==> src/rtl/mem_arbiter.sv <==
// Arbitrates a shared single-port memory bus between an instruction fetch port and a
// load/store port, with byte-lane steering, alignment checking and a bus-wait timeout.
module mem_arbiter #(
  parameter int WAIT_LIMIT = 16
) (
  input  logic        clk,
  input  logic        rstn,
  input  logic        if_req,
  input  logic [31:0] if_addr,
  output logic [31:0] if_rdata,
  output logic        if_done,
  input  logic [2:0]  mem_op,
  input  logic [31:0] mem_addr,
  input  logic [31:0] mem_wdata,
  output logic [31:0] mem_rdata,
  output logic        mem_done,
  output logic        mem_align_err,
  output logic        bus_req,
  output logic        bus_we,
  output logic [31:0] bus_addr,
  output logic [31:0] bus_wdata,
  output logic [3:0]  bus_be,
  input  logic        bus_ack,
  input  logic [31:0] bus_rdata,
  output logic        bus_err,
  output logic        stall_if,
  output logic        stall_mem
);

  localparam int CW = $clog2(WAIT_LIMIT + 1);
  localparam logic [CW-1:0] LIMIT_C = CW'(WAIT_LIMIT);

  localparam logic [2:0] OP_LB = 3'd1;
  localparam logic [2:0] OP_LW = 3'd2;
  localparam logic [2:0] OP_SB = 3'd3;
  localparam logic [2:0] OP_SW = 3'd4;

  typedef enum logic [1:0] {
    IDLE     = 2'd0,
    IF_XFER  = 2'd1,
    MEM_XFER = 2'd2
  } state_t;

  state_t          state_r;
  logic            last_mem_r;
  logic [CW-1:0]   wait_cnt_r;
  logic [2:0]      op_r;
  logic [1:0]      off_r;

  logic            if_elig_s;
  logic            mem_elig_s;
  logic            grant_if_s;
  logic            grant_mem_s;
  logic            misalign_s;
  logic            limit_hit_s;
  logic [CW-1:0]   wait_nxt_s;
  logic            mem_we_s;
  logic [3:0]      mem_be_s;
  logic [31:0]     mem_wdata_s;
  logic            if_addr_unused_s;

  function automatic logic op_valid(input logic [2:0] op);
    return (op >= OP_LB) && (op <= OP_SW);
  endfunction

  function automatic logic [3:0] lane_be(input logic [1:0] off);
    return 4'b0001 << off;
  endfunction

  // Little-endian byte select with sign extension for LB; stores return zero.
  function automatic logic [31:0] load_data(input logic [2:0] op, input logic [1:0] off,
                                            input logic [31:0] word);
    logic [7:0]  b;
    logic [31:0] res;
    case (off)
      2'd0:    b = word[7:0];
      2'd1:    b = word[15:8];
      2'd2:    b = word[23:16];
      2'd3:    b = word[31:24];
      default: b = word[7:0];
    endcase
    case (op)
      OP_LB:   res = {{24{b[7]}}, b};
      OP_LW:   res = word;
      default: res = 32'h0000_0000;
    endcase
    return res;
  endfunction

  assign if_addr_unused_s = ^if_addr[1:0];
  assign stall_if  = if_req & ~if_done;
  assign stall_mem = op_valid(mem_op) & ~mem_done;

  // Grant selection: MEM wins unless it won last time and IF is waiting.
  always_comb begin
    if_elig_s   = if_req & ~if_done;
    mem_elig_s  = op_valid(mem_op) & ~mem_done;
    grant_if_s  = 1'b0;
    grant_mem_s = 1'b0;
    if (state_r == IDLE) begin
      if (if_elig_s && (last_mem_r || !mem_elig_s)) begin
        grant_if_s = 1'b1;
      end else if (mem_elig_s) begin
        grant_mem_s = 1'b1;
      end else begin
        grant_if_s  = 1'b0;
        grant_mem_s = 1'b0;
      end
    end else begin
      grant_if_s  = 1'b0;
      grant_mem_s = 1'b0;
    end
  end

  // Data-port request decode: write enable, byte lanes and replicated store data.
  always_comb begin
    mem_we_s    = 1'b0;
    mem_be_s    = 4'hF;
    mem_wdata_s = 32'h0000_0000;
    misalign_s  = ((mem_op == OP_LW) || (mem_op == OP_SW)) && (mem_addr[1:0] != 2'b00);
    case (mem_op)
      OP_LB: begin
        mem_be_s = lane_be(mem_addr[1:0]);
      end
      OP_LW: begin
        mem_be_s = 4'hF;
      end
      OP_SB: begin
        mem_we_s    = 1'b1;
        mem_be_s    = lane_be(mem_addr[1:0]);
        mem_wdata_s = {4{mem_wdata[7:0]}};
      end
      OP_SW: begin
        mem_we_s    = 1'b1;
        mem_wdata_s = mem_wdata;
      end
      default: begin
        mem_we_s = 1'b0;
      end
    endcase
  end

  // The limit counts XFER cycles without ack; ack in the limit cycle still wins.
  always_comb begin
    wait_nxt_s  = wait_cnt_r + {{(CW-1){1'b0}}, 1'b1};
    limit_hit_s = (wait_nxt_s >= LIMIT_C);
  end

  // Arbiter FSM with all bus and completion outputs registered.
  always_ff @(posedge clk) begin
    if (!rstn) begin
      state_r       <= IDLE;
      last_mem_r    <= 1'b0;
      wait_cnt_r    <= '0;
      op_r          <= 3'd0;
      off_r         <= 2'd0;
      if_rdata      <= 32'h0000_0000;
      if_done       <= 1'b0;
      mem_rdata     <= 32'h0000_0000;
      mem_done      <= 1'b0;
      mem_align_err <= 1'b0;
      bus_req       <= 1'b0;
      bus_we        <= 1'b0;
      bus_addr      <= 32'h0000_0000;
      bus_wdata     <= 32'h0000_0000;
      bus_be        <= 4'h0;
      bus_err       <= 1'b0;
    end else begin
      if_done       <= 1'b0;
      mem_done      <= 1'b0;
      mem_align_err <= 1'b0;
      bus_err       <= 1'b0;
      case (state_r)
        IDLE: begin
          if (grant_mem_s) begin
            last_mem_r <= 1'b1;
            wait_cnt_r <= '0;
            if (misalign_s) begin
              mem_done      <= 1'b1;
              mem_align_err <= 1'b1;
              mem_rdata     <= 32'h0000_0000;
            end else begin
              bus_req   <= 1'b1;
              bus_we    <= mem_we_s;
              bus_addr  <= {mem_addr[31:2], 2'b00};
              bus_wdata <= mem_wdata_s;
              bus_be    <= mem_be_s;
              op_r      <= mem_op;
              off_r     <= mem_addr[1:0];
              state_r   <= MEM_XFER;
            end
          end else if (grant_if_s) begin
            last_mem_r <= 1'b0;
            wait_cnt_r <= '0;
            bus_req    <= 1'b1;
            bus_we     <= 1'b0;
            bus_addr   <= {if_addr[31:2], 2'b00};
            bus_wdata  <= 32'h0000_0000;
            bus_be     <= 4'hF;
            state_r    <= IF_XFER;
          end else begin
            state_r <= IDLE;
          end
        end
        IF_XFER: begin
          if (bus_ack || limit_hit_s) begin
            if_done   <= 1'b1;
            if_rdata  <= bus_ack ? bus_rdata : 32'h0000_0000;
            bus_err   <= ~bus_ack;
            bus_req   <= 1'b0;
            bus_we    <= 1'b0;
            bus_addr  <= 32'h0000_0000;
            bus_wdata <= 32'h0000_0000;
            bus_be    <= 4'h0;
            state_r   <= IDLE;
          end else begin
            wait_cnt_r <= wait_nxt_s;
          end
        end
        MEM_XFER: begin
          if (bus_ack || limit_hit_s) begin
            mem_done  <= 1'b1;
            mem_rdata <= bus_ack ? load_data(op_r, off_r, bus_rdata) : 32'h0000_0000;
            bus_err   <= ~bus_ack;
            bus_req   <= 1'b0;
            bus_we    <= 1'b0;
            bus_addr  <= 32'h0000_0000;
            bus_wdata <= 32'h0000_0000;
            bus_be    <= 4'h0;
            state_r   <= IDLE;
          end else begin
            wait_cnt_r <= wait_nxt_s;
          end
        end
        default: begin
          bus_req <= 1'b0;
          state_r <= IDLE;
        end
      endcase
    end
  end

endmodule

==> config.mk <==
export PLATFORM = sky130hd
export DESIGN_NAME = mem_arbiter
export DESIGN_NICKNAME = d
export VERILOG_FILES = /design/src/rtl/mem_arbiter.sv
export SDC_FILE = /design/constraint.sdc
export NUM_CORES = 1
export LEC_CHECK = 0
export CORE_UTILIZATION = 47
export CTS_CLUSTER_SIZE = 16
export DETAILED_ROUTE_END_ITERATION = 10
export GPL_TIMING_DRIVEN = 0
export HOLD_SLACK_MARGIN = 0.08
export PLACE_DENSITY = 0.95
export SETUP_SLACK_MARGIN = 0.2
export SYNTH_ARGS = -nofsm -noshare
export SYNTH_HDL_FRONTEND = slang
export SYNTH_SLANG_ARGS = --single-unit
==> constraint.sdc <==
create_clock -name clk -period 4 [get_ports clk]
set_input_delay 0.4 -clock clk [delete_from_list [all_inputs] [get_ports clk]]
set_output_delay 0.4 -clock clk [all_outputs]
set_load 0.03 [all_outputs]
Word-level counts from Yosys, hierarchy flattened
Index checks and enable logic that the tools add are counted.
{"block": "totals", "wordCells": 125, "regBits": 151, "in_bits": 135}
{"block": "classes", "order_cmp": 3, "reduce_logical": 27, "eq_ne": 18, "n_bitwise": 6, "shifts": 1, "mux": 53, "add_sub_neg": 1}
{"cell": "$mux 32", "count": 12}
{"cell": "$pmux 32 s2", "count": 5}
{"cell": "$pmux 8 s4", "count": 1}
{"cell": "$mux 4", "count": 5}
{"cell": "$mux 1", "count": 18}
{"cell": "$mux 5", "count": 3}
{"cell": "$reduce_and 3->1", "count": 4}
{"cell": "$pmux 5 s2", "count": 1}
{"cell": "$reduce_and 2->1", "count": 5}
{"cell": "$eq 3x2->1 const B", "count": 3}
{"cell": "$ne 2x2->1 const B", "count": 4}
{"cell": "$pmux 4 s2", "count": 1}
{"cell": "$reduce_and 4->1", "count": 2}
{"cell": "$reduce_bool 2->1", "count": 4}
{"cell": "$eq 2x2->1 const B", "count": 3}
{"cell": "$eq 3x1->1 const B", "count": 2}
{"cell": "$mux 2", "count": 3}
{"cell": "$ne 3x3->1 const B", "count": 2}
{"cell": "$pmux 1 s2", "count": 3}
{"cell": "$reduce_or 2->1", "count": 3}
{"cell": "$add 5x1->5 const B", "count": 1}
{"cell": "$ge 5x5->1 const B", "count": 1}
{"cell": "$eq 2x1->1 const B", "count": 2}
{"cell": "$logic_not 2->1", "count": 2}
{"cell": "11 further kinds", "count": 19}

Depth between registers and ports, before layout
Gate-level depths: netlist (run 1).
{"block": "depth", "word_depth": 11, "mapped_depth": 8}

Least setup slack after synthesis (run 1)
OpenSTA, ideal clock, no wires.
{"block": "synth_timing", "kind": "register -> register", "start": "register state_r[0]", "end": "register bus_wdata[10]", "period_less_slack_ps": 1947, "t_required_ps": 3879, "path_buffers": 1, "arrival_time_ps": 1826, "setup_time_ps": 121, "slack_ps": 2053, "path_stages_with_launch": 8, "cell_sequence": "dfxtp_1 -> inv_1 -> ha_1 -> and3b_1 -> mux2i_1 -> nand4_2 -> buf_4 -> mux2i_1"}
{"block": "synth_via", "elab_chain_cells": 4}
{"element": "from (decl)", "line_no": "44", "source": "state_t state_r;"}
{"element": "from (signal assigned)", "line_no": "152", "source": "state_r <= IDLE;"}
{"element": "from (signal assigned)", "line_no": "190", "source": "state_r <= MEM_XFER;"}
{"element": "from (signal assigned)", "line_no": "200", "source": "state_r <= IF_XFER;"}
{"element": "$eq 2x2->1, or another cell as far along", "line_no": "173", "source": "case (state_r)"}
{"element": "$reduce_or 2->1 (no line) / $mux 1 (equally long branches)"}
{"element": "$ne 2x1->1 (no line), or another cell as far along"}
{"element": "$reduce_and 4->1 (no line) / $pmux 32 s2 (equally long branches)"}
{"element": "to (signal assigned)", "line_no": "186", "source": "bus_wdata <= mem_wdata_s;"}
{"element": "to (decl)", "line_no": "21", "source": "output logic [31:0] bus_wdata,"}
Several ways; a longest one is shown, not always the timed one.
A chain may end at the register's enable or synchronous reset.

Final worst setup path (run 1)
{"block": "layout_timing", "start": "register state_r[0]", "end": "register bus_wdata[27]"}
Same word-level chain as after synthesis.

==> qor.csv, run 1 <==
metric,value,unit
NetSw,1.54,mW
Synth area leaders,"dfxtp_1, mux2i_1, a22o_1, a22oi_1, nand2_1",
RePlAce Congestion,0.925,
post-layout minimum cycle time,2.70,ns
Final Hold Viols,0,
Syn Std Cell Area,0.00690,mm2
row count,43,
core area,0.0141,mm2
H-tree Lvls,4,
CP Max Fanout,10,
Worst VDD drop,0.373,mV
Lkg Pwr,4.02,nW
Relative slew margins,23.4,%
cts bufs inserted,17,
clock buffer depth,2,
final setup fails,0,
Max Slew Vio Count,0,
CTS tree,done,
vias in the first global route,6802,
Post-synth EDFFs,0,
die width,123,um
pin count of the biggest net entering global routing,17,
synthesis-stage register bit count,149,
Worst setup EP type,flop,
Residual DRC,0,
Synth area leader,dfxtp_1,
Sequential Power Share,36.2,%
asr flop ratio synth,0,%
die area,0.0152,mm2
most frequent cells in the layout,"clkdlybuf4s50_1, dfxtp_1, mux2i_1",
Synth Instances,728,
# diodes,0,
clock share of power,32.2,%
Final Non-Filler Cells,1210,
register area share after synthesis,43.2,%
CTS Root Cell,clkbuf_16,
nets@finish,1156,
worst endpoint required time,4.34,ns
Initial Util,49.0,%
clock transition at the registers of the reported paths,0.06,ns
routed vias,6944,
Clock Latency Late Sink,0.42,ns
Cell variety after synth,63,
Via density,5.74,
Post-CTS Resized,0,
IO Count,275,
"most common cell after layout, fill and taps aside",clkdlybuf4s50_1,
Routed WL,22800,um
Critical Path Source Type,flop,
Avg Inst Size Synth,9.48,um2
Port Buffer Count,269,
Logic pwr share,31.6,%
Worst Setup Path Type,flop to flop,
DP HPWL,16700,um
switching share of power,33.1,%
top cell type's share of synthesized area,43.2,%
share of layout cells above drive strength 1,7.48,%
Clock Sinks,149,
Worst EP arrival,3.04,ns
Clock Skew,0.00967,ns
Syn-to-layout area delta,50.3,%
Tightest Hold Check Type,flop to flop,
Post-DRT Antenna Nets,0,
placed cell count,1178,
setup repair bufs after CTS,0,
slew at the pin closest to its max-slew limit,1.14,ns
sum of negative setup slack,0,ns
die height,123,um
Max Cap Viol,0,
number of antenna violations at the first check in global routing,0,
yosys synthesis warning count,0,
hold_buf cts,0,
drt first pass iters,5,
grt total ovfl,0,
status,"complete, no violations",
Initial DRC Count,691,
PD cells,450,mW/mm2
wire per inst,18.8,um
"Primary FF master, synth",dfxtp_1,
unrepaired setup endpoints after global routing,false,
period utilization,67.6,%
total global-route track usage,29.8,%
first-pass GRT wire length,34700,um
f_max,0.370,GHz
P_int,3.13,mW
-- power groups by stage --
| stage | Combinational [mW] | Sequential [mW] | Clock, mW |
|---|---|---|---|
| floorplan | 0.690 | 1.93 | 0 |
| global placement | 1.43 | 1.71 | 0 |
| detailed placement | 1.46 | 1.72 | 0 |
| CTS | 1.47 | 1.69 | 1.51 |
| global route | 1.56 | 1.70 | 1.58 |
| finish | 1.48 | 1.69 | 1.50 |
-- layout make-up --
cell class	count	area, um2
plain buffers	61	292
fillers	960	3720
multi-input cells	511	3600
clock buffers	18	439
flip-flops and latches	149	2980
well taps	180	225
inverters	8	30.0
repair buffers	269	2690
clock inverters	14	113
-- registers in the layout, summed over array words and instances, names as in the netlist --
name,cells
wait_cnt_r,5
bus_addr,30
bus_we,1
mem_done,1
bus_err,1
mem_rdata,32
off_r,2
op_r,3
last_mem_r,1
if_rdata,32
mem_align_err,1
if_done,1
bus_req,1
state_r,2
bus_be,4
bus_wdata,32
-- worst max-delay path, cell delays in order (launching register included) --
cell and delay, ns:
dfxtp_1 0.37, inv_1 0.08, ha_1 0.41, nand3b_1 0.24
nor3_1 0.68, clkbuf_1 0.44, nand3_1 0.20, mux2i_1 0.21
-- cells in the mapped netlist, drive strengths merged, types with 9 or more instances --
library cell  count
a21oi            16
a22o             35
a22oi            39
and2             28
buf              21
clkbuf           40
dfxtp           149
mux2              9
mux2i            95
nand2            78
nand3            30
nor2             43
o21ai            36
o2bb2ai          30
-- per-stage QoR --
stage	total power, mW	util, %	cell area (um2)	setup slack [ns]	hold slack, ns
global route	4.84	73.6	10400	1.22	0.475
detailed placement	3.17	69.7	9820	1.33	0.447
CTS	4.67	73.6	10400	1.33	0.458
floorplan	2.62	-	6900	2.05	0.461
finish	4.67	73.6	10400	1.30	0.455
global placement	3.14	69.7	9820	1.37	0.443
-- final timing paths --
check / from / to / slack (ns) / depth (start not counted)
worst max-delay path: state_r[0] / bus_wdata[27] / 1.30 / 7
worst min-delay path: mem_rdata[24] / mem_rdata[24] / 0.45 / 2
worst max register to register: state_r[0] / bus_wdata[27] / 1.30 / 7
worst min register to register: mem_rdata[24] / mem_rdata[24] / 0.45 / 2
-- metal layers --
layer	share of wire (%)	vias up	track usage, %
met5	0	-	0
met4	4.4	0	16.9
met3	8.1	74	6.41
met2	49	362	49.8
met1	39	3287	35.2
li1	-	3221	-
-- cell families after synthesis --
logic type | synth area share (%)
XOR/XNOR | 0.254
buffers and inverters | 4.66
AO/OA/AOI/OAI | 19.6
adder cells (fa/ha/maj) | 0.725
flip-flops | 43.2
AND/OR/NAND/NOR | 15.9
multiplexers | 15.6
other | 0.0543
Power figures use the tool's default switching activity.
==> run 2: changes to the inputs <==
CORE_UTILIZATION = 44   (was 47)
PLACE_DENSITY = 0.91   (was 0.95)
clock period = 2.5 ns   (was 4 ns; I/O delays follow)
==> run 2 against run 1 <==
Compared with the run above:
- sequential share of layout area down 0.33 points
- die area up 6.7%
- highest routed layer unchanged
- flip-flop and latch count unchanged
- largest power group unchanged
==> qor.csv, run 2 (same netlist as run 1, synthesis figures left out) <==
metric,value,unit
Initial DRC Count,386,
Routed WL,22100,um
first-pass GRT wire length,33900,um
die width,127,um
Clock Skew,0.00794,ns
share of layout cells above drive strength 1,7.76,%
DP HPWL,16500,um
f_max,0.442,GHz
period utilization,90.5,%
H-tree Lvls,4,
Logic pwr share,30.9,%
Critical Path Source Type,flop,
Worst setup EP type,flop,
row count,45,
IO Count,275,
CTS tree,done,
Via density,5.48,
Worst EP arrival,2.60,ns
grt total ovfl,0,
routed vias,6811,
Max Cap Viol,0,
Final Hold Viols,0,
switching share of power,31.8,%
NetSw,2.44,mW
worst endpoint required time,2.84,ns
pin count of the biggest net entering global routing,17,
clock transition at the registers of the reported paths,0.06,ns
die area,0.0162,mm2
clock buffer depth,2,
largest registers,"bus_wdata (32), if_rdata (32), mem_rdata (32)",
unrepaired setup endpoints after global routing,true,
"most common cell after layout, fill and taps aside",clkdlybuf4s50_1,
Post-DRT Antenna Nets,0,
Port Buffer Count,269,
drt first pass iters,5,
final setup fails,0,
clock share of power,34.0,%
nets@finish,1157,
total global-route track usage,26.9,%
Layout fillers,1163,
Lkg Pwr,4.05,nW
Clock Sinks,149,
post-layout minimum cycle time,2.26,ns
Max Slew Vio Count,0,
setup ws final,0.238,ns
most frequent cells in the layout,"clkdlybuf4s50_1, dfxtp_1, mux2i_1",
Clock Latency Late Sink,0.42,ns
Tightest Hold Check Type,input pin to flop,
sum of negative setup slack,0,ns
RePlAce Congestion,0.909,
core area,0.0153,mm2
slew at the pin closest to its max-slew limit,0.792,ns
P_int,5.22,mW
Syn-to-layout area delta,52.1,%
wire per inst,17.8,um
DP Worst Slack,0.00602,ns
Sequential Power Share,35.2,%
die height,127,um
Worst VDD drop,0.531,mV
CP Max Fanout,10,
cts bufs inserted,17,
CTS Root Cell,clkbuf_16,
number of antenna violations at the first check in global routing,2,
Relative slew margins,47.1,%
status,"complete, no violations",
PD cells,730,mW/mm2
Residual DRC,0,
Worst Setup Path Type,flop to flop,
vias in the first global route,6741,
Initial Util,45.2,%
run 2: cell count changes in the layout (fill, tap and decap cells not counted), sizes merged:
| cell | delta |
|---|---|
| clkbuf | +1 |
| clkdlybuf4s50 | -1 |
| dlygate4sd2 | +1 |
| clkinv | -3 |
| diode | +1 |
| bufinv | +2 |
| buf | +1 |
run 2: worst paths after layout:
| path | start | to | slack [ns] | depth (start not counted) |
|---|---|---|---|---|
| hold reg to reg | bus_wdata[29] | bus_wdata[29] | 0.46 | 2 |
| setup / recovery | state_r[1] | bus_addr[10] | 0.24 | 8 |
| hold / removal | rstn | state_r[1] | 0.30 | 3 |
| setup reg to reg | state_r[1] | bus_addr[10] | 0.24 | 8 |
run 2: power by group through the flow:
stage	clock [mW]	sequential [mW]	combinational, mW
after floorplan	0	3.08	1.10
after CTS	2.62	2.69	2.35
after global routing	2.73	2.72	2.50
after global placement	0	2.73	2.30
after detailed placement	0	2.74	2.32
final	2.60	2.70	2.36
run 2: stage by stage:
stage	hold WS [ns]	area, um2	std cells	total power [mW]	utilization, %
2_1_floorplan	0.327	6900	729	4.19	-
3_3_place_gp	0.443	9860	1209	5.03	64.6
3_5_place_dp	0.446	9860	1209	5.06	64.6
4_1_cts	0.304	10500	1242	7.67	68.7
5_1_grt	0.314	10500	1243	7.96	68.8
6_report	0.303	10500	1243	7.66	68.8
run 2: layout make-up:
type / count / area, um2 / area share, %
Antenna cell: 1 / 2.50 / 0.0238
Sequential cell: 149 / 2980 / 28.4
Clock buffer: 19 / 443 / 4.22
Clock inverter: 13 / 158 / 1.50
Timing Repair Buffer: 270 / 2700 / 25.7
Tap cell: 211 / 264 / 2.52
Buffer: 61 / 292 / 2.78
Inverter: 8 / 30.0 / 0.286
Multi-Input combinational cell: 511 / 3620 / 34.5
run 2: critical path: stages, from the launching register on:
cell and delay, ns:
dfxtp_1 0.35, inv_1 0.07, ha_1 0.43, nor3b_1 0.32, mux2i_2 0.20, a41oi_2 0.21
buf_4 0.19, buf_2 0.25, o2bb2ai_1 0.16
run 2: repair_timing:
| item | CTS | global route |
|---|---|---|
| pin swaps | 1 | 0 |
| resized for setup | 3 | 2 |
| buffers inserted | 1 | 0 |
| endpoints found under the setup margin | 54 | 67 |
| endpoints found under the hold margin | 0 | 0 |
| hold buffers | 0 | 0 |
run 2: per-layer routing:
layer / wire [um] / vias to the layer above / global-route usage [%]
met5: 0 / - / 0
met4: 930 / 0 / 14.8
met3: 1520 / 73 / 6.45
met2: 10700 / 300 / 46.2
met1: 8870 / 3206 / 30.8
li1: - / 3232 / -
